`src/rtl/fp_pkg.sv`:
```
// rtl/fp_pkg.sv - shared single-precision constants and raw multiplier result type
package fp_pkg;

  localparam logic [31:0] FP_QNAN    = 32'h7FC00000;
  localparam logic [7:0]  FP_EXP_MAX = 8'hFF;
  localparam int          FP_FRAC_W  = 23;
  localparam int          FP_EXP_W   = 8;

  typedef struct packed {
    logic                 sign;
    logic [FP_EXP_W-1:0]  exp;
    logic [FP_FRAC_W:0]   frac;
    logic                 sticky;
    logic                 error;
    logic                 overflow;
  } fp_raw_t;

endpackage

```
`src/rtl/fp_round_pack_if.sv`:
```
// rtl/fp_round_pack_if.sv - input/output handshake bundle of the rounding/packing stage
interface fp_round_pack_if
  import fp_pkg::*;
#(
  parameter int TAG_W = 2
);

  logic                 in_valid;
  logic                 in_ready;
  logic                 in_sign;
  logic [FP_EXP_W-1:0]  in_exp;
  logic [FP_FRAC_W:0]   in_frac;
  logic                 in_sticky;
  logic                 in_error;
  logic                 in_overflow;
  logic [TAG_W-1:0]     in_tag;

  logic                 out_valid;
  logic                 out_ready;
  logic [31:0]          out_result;
  logic [TAG_W-1:0]     out_tag;
  logic                 out_nan;
  logic                 out_inf;
  logic                 out_inexact;
  logic                 out_round_ovf;

  modport master (
    output in_valid, in_sign, in_exp, in_frac, in_sticky, in_error, in_overflow, in_tag,
    input  in_ready,
    input  out_valid, out_result, out_tag, out_nan, out_inf, out_inexact, out_round_ovf,
    output out_ready
  );

  modport slave (
    input  in_valid, in_sign, in_exp, in_frac, in_sticky, in_error, in_overflow, in_tag,
    output in_ready,
    output out_valid, out_result, out_tag, out_nan, out_inf, out_inexact, out_round_ovf,
    input  out_ready
  );

endinterface

```
`src/rtl/fp_round_rne.sv`:
```
// rtl/fp_round_rne.sv - combinational round-to-nearest-even increment of a guarded fraction
module fp_round_rne
  import fp_pkg::*;
(
  input  logic [FP_FRAC_W:0]   frac,
  input  logic                 sticky,
  output logic [FP_FRAC_W-1:0] f23,
  output logic                 carry,
  output logic                 inexact
);

  logic up;

  // Round up above the halfway point, or exactly at it when the kept lsb is odd.
  assign up      = frac[0] & (sticky | frac[1]);
  assign {carry, f23} = {1'b0, frac[FP_FRAC_W:1]} + {{FP_FRAC_W{1'b0}}, up};
  assign inexact = frac[0] | sticky;

endmodule

```
`src/rtl/fp_round_pack.sv`:
```
// rtl/fp_round_pack.sv - two-stage round (S1) and pack/classify (S2) pipeline with event counters
module fp_round_pack
  import fp_pkg::*;
#(
  parameter int CNT_W = 16,
  parameter int TAG_W = 2
)(
  input  logic             clk,
  input  logic             rst_n,
  fp_round_pack_if.slave   bus,
  input  logic             cnt_clr,
  output logic [CNT_W-1:0] nan_cnt,
  output logic [CNT_W-1:0] ovf_cnt
);

  fp_raw_t                raw;
  logic                   s1_v, s2_v, s2_adv, in_fire, out_fire, round_en;
  logic                   s1_sign, s1_error, s1_overflow, s1_inf_pass, s1_inexact;
  logic [FP_EXP_W:0]      s1_e, e_next;
  logic [FP_FRAC_W-1:0]   s1_f23, f_next, rn_f23;
  logic [TAG_W-1:0]       s1_tag;
  logic                   rn_carry, rn_inexact, inexact_next;
  logic [31:0]            pk_res;
  logic                   pk_nan, pk_inf, pk_inx, pk_rovf;

  assign raw = '{sign: bus.in_sign, exp: bus.in_exp, frac: bus.in_frac,
                 sticky: bus.in_sticky, error: bus.in_error, overflow: bus.in_overflow};

  assign s2_adv       = !s2_v | bus.out_ready;
  assign bus.in_ready = !s1_v | s2_adv;
  assign in_fire      = bus.in_valid & bus.in_ready;
  assign out_fire     = s2_v & bus.out_ready;
  assign bus.out_valid = s2_v;

  fp_round_rne u_rne (
    .frac    (raw.frac),
    .sticky  (raw.sticky),
    .f23     (rn_f23),
    .carry   (rn_carry),
    .inexact (rn_inexact)
  );

  // Zero/denormal and Inf/NaN-exponent inputs bypass rounding entirely.
  assign round_en = (raw.exp != '0) && (raw.exp != FP_EXP_MAX);

  always_comb begin
    e_next       = {1'b0, raw.exp};
    f_next       = raw.frac[FP_FRAC_W:1];
    inexact_next = 1'b0;
    if (round_en) begin
      e_next       = {1'b0, raw.exp} + {{FP_EXP_W{1'b0}}, rn_carry};
      f_next       = rn_f23;
      inexact_next = rn_inexact;
    end
  end

  always_ff @(posedge clk) begin
    if (!rst_n) begin
      s1_v <= 1'b0;
    end else begin
      if (bus.in_ready) s1_v <= bus.in_valid;
      if (in_fire) begin
        s1_sign     <= raw.sign;
        s1_error    <= raw.error;
        s1_overflow <= raw.overflow;
        s1_inf_pass <= (raw.exp == FP_EXP_MAX);
        s1_inexact  <= inexact_next;
        s1_e        <= e_next;
        s1_f23      <= f_next;
        s1_tag      <= bus.in_tag;
      end
    end
  end

  always_comb begin
    pk_res  = {s1_sign, s1_e[FP_EXP_W-1:0], s1_f23};
    pk_nan  = 1'b0;
    pk_inf  = 1'b0;
    pk_inx  = s1_inexact;
    pk_rovf = 1'b0;
    if (s1_error) begin
      pk_res = FP_QNAN;
      pk_nan = 1'b1;
      pk_inx = 1'b0;
    end else if (s1_overflow) begin
      pk_res = {s1_sign, FP_EXP_MAX, {FP_FRAC_W{1'b0}}};
      pk_inf = 1'b1;
      pk_inx = 1'b0;
    end else if (s1_inf_pass) begin
      pk_res = {s1_sign, FP_EXP_MAX, s1_f23};
      pk_inx = 1'b0;
    end else if (s1_e == {1'b0, FP_EXP_MAX}) begin
      pk_res  = {s1_sign, FP_EXP_MAX, {FP_FRAC_W{1'b0}}};
      pk_inf  = 1'b1;
      pk_inx  = 1'b1;
      pk_rovf = 1'b1;
    end
  end

  always_ff @(posedge clk) begin
    if (!rst_n) begin
      s2_v              <= 1'b0;
      bus.out_result    <= '0;
      bus.out_tag       <= '0;
      bus.out_nan       <= 1'b0;
      bus.out_inf       <= 1'b0;
      bus.out_inexact   <= 1'b0;
      bus.out_round_ovf <= 1'b0;
    end else if (s2_adv) begin
      s2_v <= s1_v;
      if (s1_v) begin
        bus.out_result    <= pk_res;
        bus.out_tag       <= s1_tag;
        bus.out_nan       <= pk_nan;
        bus.out_inf       <= pk_inf;
        bus.out_inexact   <= pk_inx;
        bus.out_round_ovf <= pk_rovf;
      end
    end
  end

  always_ff @(posedge clk) begin
    if (!rst_n || cnt_clr) begin
      nan_cnt <= '0;
      ovf_cnt <= '0;
    end else if (out_fire) begin
      if (bus.out_nan && nan_cnt != '1) nan_cnt <= nan_cnt + 1'b1;
      if (bus.out_inf && ovf_cnt != '1) ovf_cnt <= ovf_cnt + 1'b1;
    end
  end

endmodule
```
`src/flat_wrapper.sv`:
```
// flat-port wrapper written by rule: the top's interface ports become plain ports
module fp_round_pack_flat import fp_pkg::*;
#(
  parameter int CNT_W = 16,
  parameter int TAG_W = 2
)
  (clk, rst_n, cnt_clr, nan_cnt, ovf_cnt, bus_in_valid, bus_in_sign, bus_in_exp, bus_in_frac, bus_in_sticky, bus_in_error, bus_in_overflow, bus_in_tag, bus_in_ready, bus_out_valid, bus_out_result, bus_out_tag, bus_out_nan, bus_out_inf, bus_out_inexact, bus_out_round_ovf, bus_out_ready);
  fp_round_pack_if #(.TAG_W(TAG_W)) bus_i ();
  input  logic clk;
  input  logic rst_n;
  input  logic cnt_clr;
  output logic [CNT_W-1:0] nan_cnt;
  output logic [CNT_W-1:0] ovf_cnt;
  input wire logic [$bits(bus_i.in_valid)-1:0] bus_in_valid;
  input wire logic [$bits(bus_i.in_sign)-1:0] bus_in_sign;
  input wire logic [$bits(bus_i.in_exp)-1:0] bus_in_exp;
  input wire logic [$bits(bus_i.in_frac)-1:0] bus_in_frac;
  input wire logic [$bits(bus_i.in_sticky)-1:0] bus_in_sticky;
  input wire logic [$bits(bus_i.in_error)-1:0] bus_in_error;
  input wire logic [$bits(bus_i.in_overflow)-1:0] bus_in_overflow;
  input wire logic [$bits(bus_i.in_tag)-1:0] bus_in_tag;
  output wire logic [$bits(bus_i.in_ready)-1:0] bus_in_ready;
  output wire logic [$bits(bus_i.out_valid)-1:0] bus_out_valid;
  output wire logic [$bits(bus_i.out_result)-1:0] bus_out_result;
  output wire logic [$bits(bus_i.out_tag)-1:0] bus_out_tag;
  output wire logic [$bits(bus_i.out_nan)-1:0] bus_out_nan;
  output wire logic [$bits(bus_i.out_inf)-1:0] bus_out_inf;
  output wire logic [$bits(bus_i.out_inexact)-1:0] bus_out_inexact;
  output wire logic [$bits(bus_i.out_round_ovf)-1:0] bus_out_round_ovf;
  input wire logic [$bits(bus_i.out_ready)-1:0] bus_out_ready;
  assign bus_i.in_valid = bus_in_valid;
  assign bus_i.in_sign = bus_in_sign;
  assign bus_i.in_exp = bus_in_exp;
  assign bus_i.in_frac = bus_in_frac;
  assign bus_i.in_sticky = bus_in_sticky;
  assign bus_i.in_error = bus_in_error;
  assign bus_i.in_overflow = bus_in_overflow;
  assign bus_i.in_tag = bus_in_tag;
  assign bus_in_ready = bus_i.in_ready;
  assign bus_out_valid = bus_i.out_valid;
  assign bus_out_result = bus_i.out_result;
  assign bus_out_tag = bus_i.out_tag;
  assign bus_out_nan = bus_i.out_nan;
  assign bus_out_inf = bus_i.out_inf;
  assign bus_out_inexact = bus_i.out_inexact;
  assign bus_out_round_ovf = bus_i.out_round_ovf;
  assign bus_i.out_ready = bus_out_ready;
  fp_round_pack #(.CNT_W(CNT_W), .TAG_W(TAG_W)) u_core (.clk(clk), .rst_n(rst_n), .bus(bus_i), .cnt_clr(cnt_clr), .nan_cnt(nan_cnt), .ovf_cnt(ovf_cnt));
endmodule
```
`config.mk`:
```
export PLATFORM = sky130hd
export DESIGN_NAME = fp_round_pack_flat
export DESIGN_NICKNAME = d
export VERILOG_FILES = /design/src/rtl/fp_pkg.sv /design/src/rtl/fp_round_pack_if.sv /design/src/rtl/fp_round_rne.sv /design/src/rtl/fp_round_pack.sv /design/src/flat_wrapper.sv
export SDC_FILE = /design/constraint.sdc
export NUM_CORES = 1
export LEC_CHECK = 0
export ABC_AREA = 0
export BUFFER_PORTS_ARGS = -buffer_cell sky130_fd_sc_hd__clkbuf_2
export CORE_ASPECT_RATIO = 0.7
export CORE_MARGIN = 10
export CORE_UTILIZATION = 54
export DETAILED_ROUTE_END_ITERATION = 12
export GPL_ROUTABILITY_DRIVEN = 0
export GPL_TIMING_DRIVEN = 0
export PLACE_DENSITY = 0.79
export SLEW_MARGIN = 20
export SYNTH_ARGS = -nofsm -noshare
export SYNTH_HDL_FRONTEND = slang
export SYNTH_SLANG_ARGS = --single-unit
```
`constraint.sdc`:
```
create_clock -name clk -period 2.7 [get_ports clk]
set_input_delay 0.135 -clock clk [delete_from_list [all_inputs] [get_ports clk]]
set_output_delay 0.135 -clock clk [all_outputs]
set_load 0.02 [all_outputs]
```
Word-level counts from Yosys, hierarchy flattened --
Cells that the tools add are included.
Word-level totals: memories kept 0, logic and storage cells 64, bits in writable memories 0, latch bits 0, register bits after elaboration 111, bits in read-only memories 0
Cells by class: $add $sub $neg 4, muxes and demuxes 17, reduce and logical (&&, ||, !) cells 12, bitwise operators 7, div/mod/pow operators 0, equal/unequal tests 5, shift-type cells 0, multipliers 0, order comparisons 0
Operator list (number):
- $mux W31 | 3
- $add A16 B1 Y16 const B | 2
- $mux W32 | 1
- $ne A16 B16 Y1 const B | 2
- $add A23 B1 Y24 | 1
- $mux W23 | 1
- $mux W1 | 11
- $add A8 B1 Y9 | 1
- $eq A9 B8 Y1 const B | 1
- $eq A8 B8 Y1 const B | 1
- $mux W8 | 1
- $ne A8 B8 Y1 const B | 1
- $reduce_and A2 Y1 | 4
- $reduce_bool A8 Y1 | 1
- $or A1 B1 Y1 | 4
- $and A1 B1 Y1 | 3
- $logic_and A1 B1 Y1 | 3
- $logic_not A1 Y1 | 3
- $logic_or A1 B1 Y1 | 1

Longest topological paths before layout --
Gate-level depths: netlist of run 1.
depth after elaboration 5, mapped depth 9

By module --
Synthesis of run 1 repeated with hierarchy kept, for this count alone.
Second synthesis, totals: cell total of the unflattened synthesis 483, area total of the unflattened synthesis 5148.7 um^2
Modules (own cells, without submodules):
- fp_round_pack | cells each 411, seq. area each 2612.5 um^2, times used 1, area an instance 4645.7 um^2
- fp_round_rne | cells each 72, seq. area each 0.0 um^2, times used 1, area an instance 503.0 um^2

Worst setup path after synthesis of run 1 --
No wires, ideal clock.
path type reg-to-reg, start point register u_core.s2_v (netlist: u_core.bus.out_valid), end point register u_core.s1_e[0], enable pin, data arrival time 1.817 ns, slack 0.483 ns, stages on the path, launching flop included 4, period minus slack after synthesis 2.217 ns, library setup time 0.400 ns, cell sequence dfxtp_1 -> nor2b_1 -> nand2_1 -> and3_1
Between the ends: cells in the longest elaborated chain, start to end 5
Ends and longest elaborated chain:
- start, declared | line fp_round_pack.sv:17 | logic s1_v, s2_v, s2_adv, in_fire, out_fire, round_en;
- start signal, assigned | line fp_round_pack.sv:110 | s2_v <= s1_v;
- $logic_not A1 Y1 | line fp_round_pack.sv:29 | assign s2_adv = !s2_v | bus.out_ready;
- $or A1 B1 Y1 | line fp_round_pack.sv:29
- $or A1 B1 Y1 | line fp_round_pack.sv:30 | assign bus.in_ready = !s1_v | s2_adv;
- via bus_in_ready | line flat_wrapper.sv:22 | output wire logic [$bits(bus_i.in_ready)-1:0] bus_in_ready;
- $and A1 B1 Y1 | line fp_round_pack.sv:31 | assign in_fire = bus.in_valid & bus.in_ready;
- $reduce_and A2 Y1 (no source line)
- end signal, assigned | line fp_round_pack.sv:68 | s1_e <= e_next;
- end, declared | line fp_round_pack.sv:19 | logic [FP_EXP_W:0] s1_e, e_next;
The timed path passes the listed nets, and every way through them passes these cells. A chain may end at the register's enable or synchronous reset.

Final worst setup path of run 1 --
start point register u_core.ovf_cnt[0], end point register u_core.ovf_cnt[1]
Between the ends: cells in the longest elaborated chain, start to end 3, elaborated cells on any way between the ends 4
Ends and longest elaborated chain:
- start, declared | line fp_round_pack.sv:13 | output logic [CNT_W-1:0] ovf_cnt
- start signal, assigned | line fp_round_pack.sv:128 | if (bus.out_inf && ovf_cnt != '1) ovf_cnt <= ovf_cnt + 1'b1;
- branches (longest 3 deep; another with $add A16 B1 Y16)
Parallel ways; which one is timed is not known.

==> results_dict.tcl, run 1 <==
set metrics [dict create \
    tightest_slew_ns 0.797 \
    wl_per_cell_um 18.2 \
    timing.reg2reg.worst_path_depth 6 \
    vdd_ir_drop_max_v 0.000354 \
    area_delta_synth_final_pct 21.1 \
    fin_crit_sh 0.807 \
    antenna_found_initial 0 \
    track_usage 0.195 \
    rsz0062_at_grt "no" \
    htreeDepth 3 \
    drive_above_1_share 0.253 \
    post-place-ws_ns 0.265 \
    start_kind "register" \
    synth-seq-cells 111 \
    cp-end-kind "register" \
    arrival_ns 2.40 \
    syn_area_um2 5030 \
    hold_class "input pin to register" \
    wl_mm 13.5 \
    synthesis.nets 530 \
    grt_pass1_vias 4330 \
    hold_viol 0 \
    num_rows 29 \
    clk_pin_slew_ns 0.07 \
    die_h_um 101 \
    max_freq_mhz 459 \
    critPathRequiredTime_ns 2.92 \
    first_pass_iters 5 \
    start_util 0.554 \
    synth_top_area_cell "dfxtp_1" \
    async_flop_share 0 \
    synthTopCellsByArea "dfxtp_1, edfxtp_1, a22o_1" \
    p_leak_nw 2.33 \
    placed_cell_area_um2 5780 \
    crit_type "register to register" \
    place_hpwl_mm 10.2 \
    clockBufferDepth 2 \
    syn_avg_cell_area_um2 10.5 \
    finalSetupViolCount 0 \
    drt_iter0_markers 373 \
    status "finished, final reports clean" \
    final_area_um2 6090 \
    synth_cell_type_count 52 \
    min_period_ns 2.18 \
    clockRootBuffer "clkbuf_16" \
    ys.warnings.count 0 \
    viasPerCell 5.95 \
    dieWidth_um 135 \
    io_pins 115 \
    synth_edf_count 39 \
    max-cap-violations 0 \
    io_buffer_count 114 \
    clkLatencyLatePin_ns 0.35 \
    ys.flop_type "dfxtp_1" \
    nNetsFinal 661 \
    core_um2 9070 \
    relSlewSlack 0.464 \
    antenna_cells 0 \
    tns_ns 0 \
    drc_errors 0 \
    cts_resized 0 \
    seq_area_frac_synth 0.519 \
    grt_pass1_wl_mm 21.7 \
    postRouteAntennaNets 0 \
    synth_top_area_frac 0.287 \
    cts_tree "yes" \
    worstPathMaxFanout 10 \
    cts_buffers 9 \
    whs_path_depth 3 \
    drv_slew 0 \
    die_area_um2 13600 \
    finClkSkew_ns 0.00625 \
    synthCells 481 \
    grt_max_degree 27 \
    vias 4406 \
    overflow 0 \
    layout_setup_ws_ns 0.521 \
    cts_num_sinks 111 \
    powerDensity_nw_per_um2 535 \
]
## cell families (layout without fill, tap and decap cells)
kind of cell / count (synthesis) / count (layout) / synth area share
AO/OA/AOI/OAI: 111 / 111 / 0.166
adder cells (fa/ha/maj): 6 / 6 / 0.0149
flip-flops: 111 / 111 / 0.519
XOR/XNOR: 28 / 28 / 0.0488
multiplexers: 7 / 7 / 0.0144
buffers and inverters: 29 / 165 / 0.0234
AND/OR/NAND/NOR: 189 / 189 / 0.213
## routing by layer
layer  vias up  GRT usage  wire [um]
met5         -          0          0
met4         0     0.0520        144
met3        11     0.0652       1080
met2       171      0.300       6090
met1      2101      0.258       6160
li1       2123          -          -
## power breakdown
group          internal [W]  switching [W]
Sequential          0.00178      0.0000243
Clock              0.000625       0.000589
Combinational     0.0000918       0.000149
Total               0.00250       0.000762
## synthesized netlist by cell type, types with 14 or more instances
library cell / count
a21oi_1: 24
nand2_1: 45
o21ai_0: 15
nand3_1: 24
nand4_1: 20
nor4_1: 23
xor2_1: 22
dfxtp_1: 72
clkbuf_1: 14
edfxtp_1: 39
a22o_1: 22
## stage by stage
stage | std cells | util | total power (W) | hold WS, ns
CTS | 741 | 0.672 | 0.00327 | 0.0573
finish | 741 | 0.672 | 0.00326 | 0.0615
floorplan | 481 | - | 0.00196 | 0.234
global placement | 719 | 0.634 | 0.00206 | 0.314
global route | 741 | 0.672 | 0.00336 | 0.0692
detailed placement | 720 | 0.637 | 0.00207 | 0.314
## worst paths after layout
kind | slack (ns) | to | start
hold reg to reg | 0.46 | u_core.bus.out_result[20] | u_core.s1_f23[20]
setup reg to reg | 0.52 | u_core.ovf_cnt[1] | u_core.ovf_cnt[0]
setup / recovery | 0.52 | u_core.ovf_cnt[1] | u_core.ovf_cnt[0]
hold / removal | 0.06 | u_core.s1_v | bus_in_valid
## state kept, by name (all words and copies together), names as in the netlist, 2 cells and up
name                   cells
u_core.bus.out_result     32
u_core.bus.out_tag         2
u_core.nan_cnt            16
u_core.ovf_cnt            16
u_core.s1_e                9
u_core.s1_f23             23
u_core.s1_tag              2
## layout make-up
type / count / area (um^2)
timing repair buffer: 120 / 641
buffer: 22 / 91.3
sequential: 111 / 2610
clock inverter: 5 / 32.5
clock buffer: 11 / 233
inverter: 7 / 26.3
tap: 124 / 155
multi-input combinational: 341 / 2300
fill: 723 / 2980
## worst max-delay path, cell delays in order, from the launching register on
cell and delay [ns]:
dfxtp_1 0.42, ha_1 0.20, nand3_1 0.14, nor3_1 0.61, buf_2 0.35, a21oi_1 0.16, mux2i_1 0.18
## layout by cell type, fill, tap and decap left out, types with 4 or more instances in the layout
master / count
and2_1: 5
nand2b_1: 6
clkbuf_16: 9
edfxtp_1: 39
dlygate4sd3_1: 5
xnor2_1: 6
nor2_1: 7
nor3_1: 11
inv_1: 6
a2111o_1: 4
nand3_1: 24
mux2i_1: 5
o21ai_0: 15
a22o_1: 22
nor4_1: 23
nand2_1: 45
and4_1: 11
o221a_2: 8
clkbuf_1: 16
or4_1: 6
o21a_1: 5
or3_1: 10
nor2b_1: 4
nand4_1: 20
a21boi_0: 6
o31ai_1: 7
ha_1: 6
and3_1: 6
clkbuf_2: 114
a21oi_1: 24
buf_2: 7
xor2_1: 22
dfxtp_1: 72
## timing repair
item | 4_1_cts | 5_1_grt
hold endpoints to repair | 5 | 0
hold buffers | 5 | 0
endpoints found under the setup margin | 0 | 0
buffers inserted | 0 | 0
Note: power is estimated with default switching activity, not from simulation.
==> run 2, diff against run 1 <==
- CORE_UTILIZATION: 54 -> 49
- PLACE_DENSITY: 0.79 -> 0.75
- clock period: 2.7 -> 1.75 ns (I/O delays scaled with it)
==> run 2 against run 1 <==
Effect of this change:
- cell count grew 3.2%
- the run now ends with negative setup slack left
- critical path depth fell by 2
- sequential share of layout area shrank 2.3 points
- clock-buffer cell count increased by 2
- via count rose by 5.2%
==> results_dict.tcl, run 2 (synthesis results as in run 1) <==
set metrics [dict create \
    finalSetupViolCount 1 \
    max-cap-violations 0 \
    track_usage 0.189 \
    clockBufferDepth 2 \
    io_pins 115 \
    min_to "u_core.s1_inexact" \
    violations "negative setup slack" \
    biggestRegsByFlops "u_core.bus.out_result: 32 flops, u_core.s1_f23: 23 flops" \
    cp-end-kind "register" \
    antenna_found_initial 0 \
    status "finished, violations left" \
    vias 4634 \
    timing.rr.start "u_core.ovf_cnt[2]" \
    r2r_setup_slack_ns -0.008 \
    cts_num_sinks 111 \
    timing.reg2reg.worst_path_depth 4 \
    start_util 0.511 \
    rsz0062_at_grt "yes" \
    min_period_ns 1.76 \
    regMostFlops "u_core.bus.out_result" \
    powerDensity_nw_per_um2 787 \
    min_from "bus_in_frac[0]" \
    grt_pass1_vias 4466 \
    cts_tree "yes" \
    relSlewSlack 0.554 \
    max_freq_mhz 569 \
    start_kind "register" \
    nNetsFinal 681 \
    p_leak_nw 2.55 \
    first_pass_iters 5 \
    crit_type "register to register" \
    antenna_cells 0 \
    hold_class "input pin to register" \
    arrival_ns 2.04 \
    final_cell_mix "clkbuf_2, dfxtp_1, nand2_1" \
    clkLatencyLatePin_ns 0.35 \
    place_hpwl_mm 10.4 \
    critPathRequiredTime_ns 2.03 \
    dieWidth_um 141 \
    drv_slew 0 \
    wl_mm 14.7 \
    drive_above_1_share 0.353 \
    tightest_slew_ns 0.667 \
    layout_commonest_cell "clkbuf_2" \
    htreeDepth 3 \
    worstPathMaxFanout 6 \
    worst_r2r_endpoint "u_core.ovf_cnt[13]" \
    drc_errors 0 \
    num_rows 30 \
    wl_per_cell_um 19.2 \
    postRouteAntennaNets 0 \
    setup.worst_path.start "u_core.ovf_cnt[2]" \
    vdd_ir_drop_max_v 0.000531 \
    clk_pin_slew_ns 0.07 \
    cts_buffers 9 \
    io_buffer_count 114 \
    layout_setup_ws_ns -0.00778 \
    grt_max_degree 40 \
    hold_viol 0 \
    viasPerCell 6.06 \
    finClkSkew_ns 0.00329 \
    drt_iter0_markers 432 \
    whs_path_depth 2 \
    fin_crit_sh 1.00 \
    post-place-ws_ns -0.491 \
    area_delta_synth_final_pct 30.1 \
    overflow 0 \
    core_um2 9830 \
    die_h_um 105 \
    grt_pass1_wl_mm 23.0 \
    clockRootBuffer "clkbuf_16" \
    final.fill_count 772 \
    die_area_um2 14800 \
    tns_ns -0.00778 \
    largest_reg_flops 32 \
]
-- run 2: cell types whose count changed in the layout (fill, tap and decap cells not counted), moves of 5 or more --
cell,before,now
and4_1,11,6
buf_4,0,22
clkbuf_1,16,9
dfxtp_1,72,54
dfxtp_2,0,10
dfxtp_4,0,8
nand3_1,24,18
-- run 2: critical path: stages, from the launching register on --
cell and delay, ns:
dfxtp_4 0.39, and4_4 0.25, or4b_4 0.49, or4_4 0.43
a21oi_2 0.12
-- run 2: cell type report --
type,count,area (um^2),share of cell area
Inverter,7,26.3,0.00401
Clock inverter,3,15.0,0.00229
Sequential cell,111,2660,0.406
Tap cell,128,160,0.0245
Timing Repair Buffer,141,805,0.123
Clock buffer,13,272,0.0415
Multi-Input combinational cell,341,2510,0.383
Buffer,21,105,0.0161
-- run 2: how the worst max path moves through the flow --
stage	slack, ns	depth (start not counted)	endpoint
2_1_floorplan	0.009	9	u_core.s1_e[7]
3_3_place_gp	-0.47	10	u_core.s1_e[6]
3_5_place_dp	-0.49	10	u_core.s1_e[6]
4_1_cts	-0.16	4	u_core.nan_cnt[6]
5_1_grt	-0.05	4	u_core.ovf_cnt[13]
6_report	-0.008	4	u_core.ovf_cnt[13]
-- run 2: per-stage QoR --
step / area [um^2] / std cells / utilization / hold WS (ns) / total power [W]
after floorplan: 5070 / 481 / - / 0.186 / 0.00302
after global placement: 5800 / 723 / 0.590 / 0.264 / 0.00318
after detailed placement: 5800 / 723 / 0.590 / 0.267 / 0.00319
after CTS: 6300 / 751 / 0.641 / 0.0432 / 0.00518
after global routing: 6550 / 765 / 0.666 / 0.0449 / 0.00532
final: 6550 / 765 / 0.666 / 0.0549 / 0.00515
-- run 2: where the power goes --
group / leakage, nW / total (W) / internal, W / switching, W
Clock: 0.136 / 0.00200 / 0.00108 / 0.000914
Sequential: 0.964 / 0.00277 / 0.00273 / 0.0000410
Combinational: 1.45 / 0.000379 / 0.000144 / 0.000235
-- run 2: timing repair --
| item | in CTS | in global routing |
|---|---|---|
| hold buffers | 6 | 0 |
| hold endpoints to repair | 6 | 0 |
| cloned | 0 | 0 |
| resized for setup | 28 | 40 |
| pin swaps | 7 | 10 |
| setup buffers | 7 | 14 |
| endpoints found under the setup margin | 86 | 64 |
-- run 2: layer usage --
metal	wire length, um	track usage	part of all wire	vias to the layer above
met3	1230	0.0620	0.084	21
met4	174	0.0507	0.012	0
li1	-	-	-	2185
met5	0	0	0	-
met1	6590	0.251	0.45	2241
met2	6650	0.286	0.45	187
==> run 3, diff against run 2 <==
- CORE_UTILIZATION: 49 -> 50
- CTS_BUF_LIST: not set -> sky130_fd_sc_hd__clkbuf_8
- PLACE_DENSITY: 0.75 -> 0.77
- SKIP_LAST_GASP: not set -> 1
==> run 3 against run 2 <==
Effect of this change:
- sequential cell count is the same
- critical path depth up 1
- utilization fell by 0.90 points
- combinational power hardly changed
- global-route usage decreased by 0.65 points
- total power down 11%
- register-to-register slack got worse by 0.02 ns
- the run still ends with negative setup slack left
- critical path type unchanged
- highest routed layer unchanged
==> results_dict.tcl, run 3 (synthesis results as in run 1) <==
set metrics [dict create \
    status "finished, violations left" \
    violations "negative setup slack" \
    die_h_um 104 \
    p_leak_nw 2.50 \
    hold_viol 0 \
    grt_pass1_vias 4374 \
    clkPwrFrac 0.312 \
    viasPerCell 6.05 \
    largest_reg_flops 32 \
    io_pins 115 \
    postRouteAntennaNets 0 \
    drive_above_1_share 0.352 \
    p_sw_w 0.00116 \
    final.fill_count 789 \
    biggestRegsByFlops "u_core.bus.out_result: 32 flops, u_core.s1_f23: 23 flops" \
    min_to "u_core.s1_inexact" \
    overflow 0 \
    grt_max_degree 40 \
    track_usage 0.182 \
    fin_crit_sh 1.01 \
    max-cap-violations 0 \
    whs_path_depth 2 \
    max_freq_mhz 564 \
    min_from "bus_in_frac[0]" \
    timing.rr.start "u_core.ovf_cnt[11]" \
    finClkSkew_ns 0.00999 \
    timing.reg2reg.worst_path_depth 5 \
    worst_r2r_endpoint "u_core.ovf_cnt[6]" \
    vdd_ir_drop_max_v 0.000494 \
    powerDensity_nw_per_um2 714 \
    min_period_ns 1.77 \
    dieWidth_um 140 \
    clk_pin_slew_ns 0.10 \
    tightest_slew_ns 0.588 \
    critPathRequiredTime_ns 2.02 \
    tns_ns -0.0393 \
    drt_iter0_markers 403 \
    area_delta_synth_final_pct 27.4 \
    finish.utilization 0.657 \
    layout_commonest_cell "clkbuf_2" \
    crit_type "register to register" \
    grt_pass1_wl_mm 22.3 \
    antenna_cells 0 \
    first_pass_iters 5 \
    start_kind "register" \
    p_comb_frac 0.082 \
    clkLatencyLatePin_ns 0.37 \
    internal_power_w 0.00341 \
    wl_mm 14.7 \
    arrival_ns 2.04 \
    cts_buffers 9 \
    sw_frac_of_total 0.255 \
    cts_tree "yes" \
    nNetsFinal 681 \
    clockRootBuffer "clkbuf_8" \
    cp-end-kind "register" \
    worstPathMaxFanout 7 \
    antenna_found_initial 0 \
    wl_per_cell_um 19.2 \
    relSlewSlack 0.604 \
    num_rows 30 \
    core_um2 9760 \
    drc_errors 0 \
    clockBufferDepth 2 \
    drv_slew 0 \
    vias 4632 \
    r2r_setup_slack_ns -0.02 \
    cts_num_sinks 111 \
    place_hpwl_mm 10.5 \
    finalSetupViolCount 2 \
    layout_setup_ws_ns -0.0245 \
    rsz0062_at_grt "yes" \
    final_cell_mix "clkbuf_2, dfxtp_1, nand2_1" \
    htreeDepth 3 \
    hold_class "input pin to register" \
    start_util 0.515 \
    seqPwrFrac 0.606 \
    io_buffer_count 114 \
    regMostFlops "u_core.bus.out_result" \
    die_area_um2 14500 \
]
-- run 3: cell types whose count changed in the layout (fill, tap and decap cells not counted), sizes merged --
| cell | change |
|---|---|
| clkinv | +2 |
| buf | -1 |
| clkbuf | -3 |
| inv | +2 |
-- run 3: power by group through the flow --
stage	clock [W]	combinational, W	sequential, W
finish	0.00143	0.000376	0.00277
global route	0.00157	0.000410	0.00278
CTS	0.00145	0.000366	0.00278
detailed placement	0	0.000352	0.00284
global placement	0	0.000343	0.00284
floorplan	0	0.000153	0.00286
-- run 3: worst max path at each step --
stage | from | end | slack [ns]
3_3_place_gp | bus_in_frac[4] | u_core.s1_e[6] | -0.48
2_1_floorplan | bus_in_frac[3] | u_core.s1_e[7] | 0.009
4_1_cts | u_core.nan_cnt[4] | u_core.nan_cnt[12] | -0.09
3_5_place_dp | bus_in_frac[4] | u_core.s1_e[7] | -0.51
6_report | u_core.ovf_cnt[11] | u_core.ovf_cnt[6] | -0.02
5_1_grt | u_core.ovf_cnt[12] | u_core.ovf_cnt[4] | -0.14
-- run 3: area by class of cell --
type / count / area (um^2) / area share
clock buffers: 9 / 124 / 0.0193
well taps: 128 / 160 / 0.0250
flip-flops and latches: 111 / 2660 / 0.415
repair buffers: 141 / 792 / 0.124
inverters: 7 / 26.3 / 0.00410
plain buffers: 21 / 108 / 0.0168
clock inverters: 7 / 56.3 / 0.00879
multi-input cells: 341 / 2480 / 0.387
-- run 3: critical path, cell delays in order (launching register included) --
cell and delay, ns:
dfxtp_1 0.45, nand4_1 0.25, buf_4 0.22, nor4_1 0.45, nor4_1 0.11, o21a_1 0.20
-- run 3: repair_timing --
| item | in CTS | in global routing |
|---|---|---|
| setup endpoints to repair | 86 | 67 |
| endpoints found under the hold margin | 6 | 0 |
| resized for setup | 16 | 45 |
| buffers inserted | 6 | 15 |
| hold buffers | 6 | 0 |
| pin swaps | 3 | 12 |
-- run 3: routing by layer --
layer / track usage / share of wire / up-vias / wire, um
met4: 0.0338 / 0.0097 / 0 / 142
met3: 0.0484 / 0.084 / 18 / 1230
met2: 0.286 / 0.46 / 219 / 6810
met1: 0.247 / 0.44 / 2216 / 6480
li1: - / - / 2179 / -
met5: 0 / 0 / - / 0
-- run 3: through the flow --
stage | area [um^2] | cells | hold slack, ns | worst slack [ns] | power [W]
detailed placement | 5800 | 723 | 0.266 | -0.514 | 0.00319
global placement | 5800 | 723 | 0.264 | -0.479 | 0.00318
CTS | 6160 | 751 | 0.0113 | -0.0914 | 0.00460
global route | 6410 | 765 | 0.0267 | -0.139 | 0.00476
finish | 6410 | 765 | 0.0288 | -0.0245 | 0.00457
floorplan | 5070 | 481 | 0.186 | 0.00876 | 0.00302
